[src/rtl/icache_pkg.sv]
// ============================================================================
// Module  : icache_pkg
// Purpose : Shared types for the direct-mapped instruction cache.
// Rev     : 1.0  initial release
// ============================================================================
`default_nettype none

package icache_pkg;

  localparam int ICACHE_IDX_W     = 4;
  localparam int ICACHE_TAG_MAX_W = 30;

  typedef struct packed {
    logic [31-ICACHE_IDX_W-2:0] tag;
    logic [ICACHE_IDX_W-1:0]    idx;
    logic [1:0]                 bytoff;
  } icachef_t;

  // Tag field is sized for the smallest index so any IDX_W fits, zero-extended.
  typedef struct packed {
    logic                        valid;
    logic [ICACHE_TAG_MAX_W-1:0] tag;
    logic [31:0]                 data;
  } icache_frame_t;

  typedef enum logic [0:0] {
    IDLE  = 1'b0,
    FETCH = 1'b1
  } icache_state_t;

  function automatic logic [15:0] sat_inc16(input logic [15:0] v);
    return (v == 16'hFFFF) ? v : v + 16'd1;
  endfunction

endpackage

`default_nettype wire

[src/rtl/icache_if.sv]
// ============================================================================
// Module  : icache_if
// Purpose : Datapath-side and memory-side signals of the instruction cache.
// Rev     : 1.0  initial release
// ============================================================================
`default_nettype none

interface icache_if;

  logic        imemREN;
  logic [31:0] imemaddr;
  logic        flush;
  logic        ihit;
  logic [31:0] imemload;
  logic        iREN;
  logic [31:0] iaddr;
  logic        iwait;
  logic [31:0] iload;
  logic [15:0] hit_count;
  logic [15:0] miss_count;

  modport slave (
    input  imemREN, imemaddr, flush, iwait, iload,
    output ihit, imemload, iREN, iaddr, hit_count, miss_count
  );

  modport master (
    output imemREN, imemaddr, flush, iwait, iload,
    input  ihit, imemload, iREN, iaddr, hit_count, miss_count
  );

endinterface

`default_nettype wire

[src/rtl/icache.sv]
// ============================================================================
// Module  : icache
// Purpose : Direct-mapped one-word-per-frame instruction cache with counters.
// Rev     : 1.0  initial release
// ============================================================================
`default_nettype none

module icache
  import icache_pkg::*;
#(
  parameter int IDX_W = ICACHE_IDX_W
) (
  input  logic    CLK,
  input  logic    nRST,
  icache_if.slave bus
);

  localparam int NFRAMES = 2**IDX_W;

  icache_frame_t               r_frames [NFRAMES];
  icache_state_t               r_state;
  logic [31:0]                 r_miss_addr;
  logic [15:0]                 r_hit_count;
  logic [15:0]                 r_miss_count;

  icache_frame_t               w_frame;
  logic [IDX_W-1:0]            w_idx;
  logic [IDX_W-1:0]            w_fill_idx;
  logic [ICACHE_TAG_MAX_W-1:0] w_tag;
  logic [ICACHE_TAG_MAX_W-1:0] w_fill_tag;
  logic                        w_hit;
  logic                        w_miss;
  logic                        w_fill;
  logic                        w_unused;

  assign w_idx      = bus.imemaddr[IDX_W+1:2];
  assign w_tag      = ICACHE_TAG_MAX_W'(bus.imemaddr >> (IDX_W + 2));
  assign w_fill_idx = r_miss_addr[IDX_W+1:2];
  assign w_fill_tag = ICACHE_TAG_MAX_W'(r_miss_addr >> (IDX_W + 2));
  assign w_frame    = r_frames[w_idx];
  assign w_unused   = ^bus.imemaddr[1:0];

  assign w_hit  = (r_state == IDLE) && bus.imemREN && !bus.flush &&
                  w_frame.valid && (w_frame.tag == w_tag);
  assign w_miss = (r_state == IDLE) && bus.imemREN && !bus.flush && !w_hit;
  // An aborted request (imemREN dropped) never fills, even if memory answers.
  assign w_fill = (r_state == FETCH) && bus.imemREN && !bus.iwait && !bus.flush;

  assign bus.ihit       = w_hit;
  assign bus.imemload   = w_hit ? w_frame.data : 32'd0;
  assign bus.iREN       = (r_state == FETCH);
  assign bus.iaddr      = (r_state == FETCH) ? r_miss_addr : 32'd0;
  assign bus.hit_count  = r_hit_count;
  assign bus.miss_count = r_miss_count;

  always_ff @(posedge CLK or negedge nRST) begin
    if (!nRST) begin
      for (int i = 0; i < NFRAMES; i++) begin
        r_frames[i] <= '0;
      end
    end else if (bus.flush) begin
      for (int i = 0; i < NFRAMES; i++) begin
        r_frames[i].valid <= 1'b0;
      end
    end else if (w_fill) begin
      r_frames[w_fill_idx] <= '{valid: 1'b1, tag: w_fill_tag, data: bus.iload};
    end
  end

  always_ff @(posedge CLK or negedge nRST) begin
    if (!nRST) begin
      r_state     <= IDLE;
      r_miss_addr <= 32'd0;
    end else if (bus.flush) begin
      r_state <= IDLE;
    end else begin
      case (r_state)
        IDLE: begin
          if (w_miss) begin
            r_state     <= FETCH;
            r_miss_addr <= {bus.imemaddr[31:2], 2'b00};
          end
        end
        FETCH: begin
          if (!bus.imemREN || !bus.iwait) begin
            r_state <= IDLE;
          end
        end
        default: r_state <= IDLE;
      endcase
    end
  end

  always_ff @(posedge CLK or negedge nRST) begin
    if (!nRST) begin
      r_hit_count  <= 16'd0;
      r_miss_count <= 16'd0;
    end else begin
      if (w_hit) begin
        r_hit_count <= sat_inc16(r_hit_count);
      end
      if (w_miss) begin
        r_miss_count <= sat_inc16(r_miss_count);
      end
    end
  end

endmodule

`default_nettype wire

[src/flat_wrapper.sv]
// flat-port wrapper written by rule: the top's interface ports become plain ports
module icache_flat import icache_pkg::*;
#(
  parameter int IDX_W = ICACHE_IDX_W
)
  (CLK, nRST, bus_imemREN, bus_imemaddr, bus_flush, bus_iwait, bus_iload, bus_ihit, bus_imemload, bus_iREN, bus_iaddr, bus_hit_count, bus_miss_count);
  icache_if bus_i ();
  input  logic CLK;
  input  logic nRST;
  input wire logic [$bits(bus_i.imemREN)-1:0] bus_imemREN;
  input wire logic [$bits(bus_i.imemaddr)-1:0] bus_imemaddr;
  input wire logic [$bits(bus_i.flush)-1:0] bus_flush;
  input wire logic [$bits(bus_i.iwait)-1:0] bus_iwait;
  input wire logic [$bits(bus_i.iload)-1:0] bus_iload;
  output wire logic [$bits(bus_i.ihit)-1:0] bus_ihit;
  output wire logic [$bits(bus_i.imemload)-1:0] bus_imemload;
  output wire logic [$bits(bus_i.iREN)-1:0] bus_iREN;
  output wire logic [$bits(bus_i.iaddr)-1:0] bus_iaddr;
  output wire logic [$bits(bus_i.hit_count)-1:0] bus_hit_count;
  output wire logic [$bits(bus_i.miss_count)-1:0] bus_miss_count;
  assign bus_i.imemREN = bus_imemREN;
  assign bus_i.imemaddr = bus_imemaddr;
  assign bus_i.flush = bus_flush;
  assign bus_i.iwait = bus_iwait;
  assign bus_i.iload = bus_iload;
  assign bus_ihit = bus_i.ihit;
  assign bus_imemload = bus_i.imemload;
  assign bus_iREN = bus_i.iREN;
  assign bus_iaddr = bus_i.iaddr;
  assign bus_hit_count = bus_i.hit_count;
  assign bus_miss_count = bus_i.miss_count;
  icache #(.IDX_W(IDX_W)) u_core (.CLK(CLK), .nRST(nRST), .bus(bus_i));
endmodule
[config.mk]
export PLATFORM = sky130hd
export DESIGN_NAME = icache_flat
export DESIGN_NICKNAME = d
export VERILOG_FILES = /design/src/rtl/icache_pkg.sv /design/src/rtl/icache_if.sv /design/src/rtl/icache.sv /design/src/flat_wrapper.sv
export SDC_FILE = /design/constraint.sdc
export NUM_CORES = 1
export LEC_CHECK = 0
export CAP_MARGIN = 20
export CELL_PAD_IN_SITES_DETAIL_PLACEMENT = 0
export CELL_PAD_IN_SITES_GLOBAL_PLACEMENT = 2
export CORE_ASPECT_RATIO = 0.8
export CORE_MARGIN = 8
export CORE_UTILIZATION = 49
export CTS_CLUSTER_DIAMETER = 100
export DETAILED_ROUTE_END_ITERATION = 8
export HOLD_SLACK_MARGIN = 0.08
export PLACE_DENSITY_LB_ADDON = 0.1
export RECOVER_POWER = 100
export SYNTH_ARGS = -nofsm -noshare
export SYNTH_HDL_FRONTEND = slang
export SYNTH_SLANG_ARGS = --single-unit
[constraint.sdc]
create_clock -name CLK -period 12.5 [get_ports CLK]
set_input_delay 3.75 -clock CLK [delete_from_list [all_inputs] [get_ports CLK]]
set_output_delay 3.75 -clock CLK [all_outputs]
set_load 0.01 [all_outputs]
==> run_results.csv <==
group,metric,value,unit
clock_tree,cts_resized,0,
clock_tree,cts_inserted_buffers,102,
sta,finalMaxSlewViolations,1680,
grt,antenna_found_initial,8,
power,leakagePower,24.9,nW
finish,nFillCells,7335,
synthesis,netlist-cell-type-count,63,
status,violations,"capacitance limit, slew limit",
setup_path,cp-start-kind,"input port",
clock_tree,cts_hold_buf,0,
setup_path,critPathMaxFanout,47,
synthesis,async_flop_share,100,%
detailed_routing,viasPerCell,5.99,
power,max-vdd-ir-drop,0.000114,V
sta,max_freq,84.3,MHz
detailed_routing,first_iter_violations,1513,
detailed_routing,drcViolationCount,0,
detailed_routing,dr.pass1.iters,5,
setup_path,cp_slowest_stage_delay,850,ps
sta,rsz0062_at_grt,"no",
hold_path,min_from,"u_core.bus.hit_count[11]$_DFFE_PN0P_",
setup_path,worstReg2RegStart,"u_core.bus.iREN$_DFF_PN0_",
grt,grt_usage,22.7,%
sta,finClkSkew,28.1,ps
clock_tree,clk_pin_slew_worst_paths,60,ps
power,finalPower,0.00765,W
synthesis,syn_inst,2938,
floorplanning,dieArea,104000,sq um
hold_path,hold_depth,1,
sta,hold_violations,0,
floorplanning,die_w,359,um
synthesis,synthFlopType,"dfrtp_1",
floorplanning,rows,100,
clock_tree,clock_latency,670,ps
synthesis,ys.warnings.count,0,
setup_path,r2r_setup_slack,4330,ps
hold_path,min_to,"u_core.bus.hit_count[11]$_DFFE_PN0P_",
placement,port_buffers,162,
synthesis,netlist_area,46000,sq um
floorplanning,start_util,49.4,%
synthesis,synth_edf_count,0,
sta,period_share,94.9,%
sta,setup_viol,0,
setup_path,path_cells,"buf_8 -> buf_12 -> mux4_2 -> xnor2_1 -> mux2i_1 -> nor2_1 -> a32oi_1 -> nor3_2 -> nand4_1 -> or2_2 -> nor2b_1 -> dlygate4sd3_1",
clock_tree,root_buffer,"clkbuf_16",
sta,holdWs,479,ps
detailed_routing,routedWlPerCell,27.2,um
setup_path,crit_type,"input port to primary output",
sta,min_period,11860,ps
setup_path,cp.arrival,8110,ps
placement,gp_congestion,0.745,
setup_path,cp_top_family,"buffers and inverters",
power,power_density,147,nW/um^2
clock_tree,postCtsSetupRepairBufs,0,
sta,setup_slack,640,ps
setup_path,required,8750,ps
status,status,"complete, but fails checks",
finish,syn_to_final_growth,12.9,%
floorplanning,design.core.area,93100,sq um
sta,tightest_slew,5090,ps
finish,final_util,55.8,%
flow_run,maxCapViolCount,34,
sta,slew_headroom,-239,%
floorplanning,die_y,290,um
setup_path,reg2regPathDepth,8,
grt,grt_pass1_vias,28300,
setup_path,r2r-end,"u_core.r_frames[859]$_DFFE_PN0P_",
grt,grt_max_degree,210,
placement,pre_cts_ws,1010,ps
clock_tree,cts_tree,"done",
clock_tree,htreeDepth,3,
synthesis,ys_seq_area_share,54.8,%
setup_path,endpoint_kind,"primary output",
detailed_routing,vias,26000,
grt,grt_pass1_wl,180,mm
synthesis,avgSynthCellArea,15.7,sq um
hold_path,hp-class,"flip-flop to flip-flop",
placement,place_hpwl,64.8,mm
floorplanning,io_pins,167,
clock_tree,cts.sinks,1007,
finish,drive_gt1_share,46.6,%
detailed_routing,drt-total-wl,118,mm
setup_path,cp_slowest_cell,"or2_2",
clock_tree,clock_path_buffers,3,
finish,finalNetCount,3084,
detailed_routing,drtAntennaViolNets,0,
synthesis,ys_ff_latch,1007,
setup_path,path_buf_inv,3,
sta,tns,0,ps
grt,grt.overflow.total,0,
==> worst max path at each step <==
stage | startpoint | end | depth (start not counted)
global placement | bus_imemaddr[2] | bus_imemload[12] | 12
detailed placement | bus_imemaddr[2] | bus_imemload[5] | 12
global route | nRST | u_core.r_frames[827]$_DFFE_PN0P_ | 4
finish | bus_imemaddr[4] | bus_imemload[12] | 12
CTS | bus_imemaddr[2] | bus_imemload[5] | 12
floorplan | bus_imemaddr[3] | bus_imemload[22] | 10
==> cells in the final DEF, fill, tap and decap left out, types with 12 or more instances in the layout <==
cell type / n
xor2_1: 27
nor3_1: 12
and2_0: 27
buf_4: 28
dfrtp_1: 1006
clkinv_2: 20
mux2i_1: 57
nand3_1: 24
clkbuf_1: 48
nand4_1: 13
nand2_1: 39
xnor2_1: 30
clkbuf_8: 30
inv_1: 15
clkdlybuf4s50_1: 92
nor2_1: 42
mux4_2: 246
mux2_2: 982
dlygate4sd3_1: 65
nor2b_1: 49
clkbuf_16: 106
==> report_power, final <==
part	total (W)	switching, W	internal [W]
clock	0.00314	0.00128	0.00186
sequential	0.00374	0.000208	0.00353
combinational	0.000763	0.000334	0.000429
==> logic make-up (layout without fill, tap and decap cells) <==
| kind of cell | count (synthesis) | in the layout | synth area share (%) |
|---|---|---|---|
| xor gates and xnor gates | 57 | 57 | 1.08 |
| other | 1 | 7 | 0.00815 |
| DFF | 1007 | 1007 | 54.8 |
| AOI/OAI and AO/OA | 65 | 65 | 1.05 |
| and+or+nand+nor | 253 | 253 | 3.02 |
| buffers and inverters | 263 | 425 | 2.49 |
| muxes | 1290 | 1290 | 37.5 |
| adders and majority gates | 2 | 2 | 0.0544 |
==> worst register-to-register path, stage by stage (launching register included) <==
cell and delay [ps]:
dfrtp_2 360, clkbuf_1 1900, nand2b_1 790, nor3_1 400
nand2b_1 210, nor3b_1 290, clkbuf_1 1150, clkbuf_1 2370
mux2_2 560
==> cells in the mapped netlist (4+ instances only) <==
cell type / count / area [sq um]
a21oi_1: 8 / 40.0
a221oi_1: 6 / 52.6
a22oi_1: 4 / 30.0
and2_1: 32 / 200
and3_1: 11 / 68.8
buf_1: 71 / 267
buf_2: 31 / 155
buf_4: 18 / 135
buf_6: 5 / 56.3
clkbuf_1: 121 / 454
dfrtp_1: 1007 / 25200
inv_1: 15 / 56.3
mux2_2: 984 / 11100
mux2i_1: 57 / 571
mux4_2: 246 / 5540
nand2_1: 39 / 146
nand2b_1: 11 / 68.8
nand3_1: 24 / 120
nand4_1: 12 / 75.1
nor2_1: 43 / 161
nor2b_1: 48 / 300
nor3_1: 11 / 55.1
o21ai_0: 11 / 55.1
o22ai_1: 6 / 37.5
xnor2_1: 30 / 263
xor2_1: 27 / 236
==> per-stage QoR <==
stage          std cells  area [sq um]
2_1_floorplan       2939         46000
3_3_place_gp        4132         48700
3_5_place_dp        4132         48700
4_1_cts             4324         52200
5_1_grt             4327         51900
6_report            4330         51900
==> final cells by class <==
type | instances | area, sq um | area share (%)
Clock buffer | 161 | 3160 | 6.08
Multi-Input combinational cell | 1669 | 19700 | 37.9
Sequential cell | 1007 | 25200 | 48.5
Antenna cell | 5 | 12.5 | 0.0241
Tap cell | 1224 | 1530 | 2.95
Timing Repair Buffer | 217 | 1990 | 3.83
Inverter | 16 | 60.1 | 0.116
Clock inverter | 31 | 329 | 0.634
==> registers in the layout (all words and copies together), names as in the netlist <==
signal,count
u_core.bus.miss_count,16
u_core.bus.iREN,1
u_core.r_frames,944
u_core.bus.hit_count,16
u_core.r_miss_addr,30
==> layer usage <==
layer,up-vias,GRT usage (%),part of all wire (%)
li1,11000,-,-
met1,14200,31.7,45
met2,519,37.6,49
met3,182,3.52,3.9
met4,2,5.51,2.3
met5,-,0,0.011
Note: power is estimated with default switching activity, not from simulation.
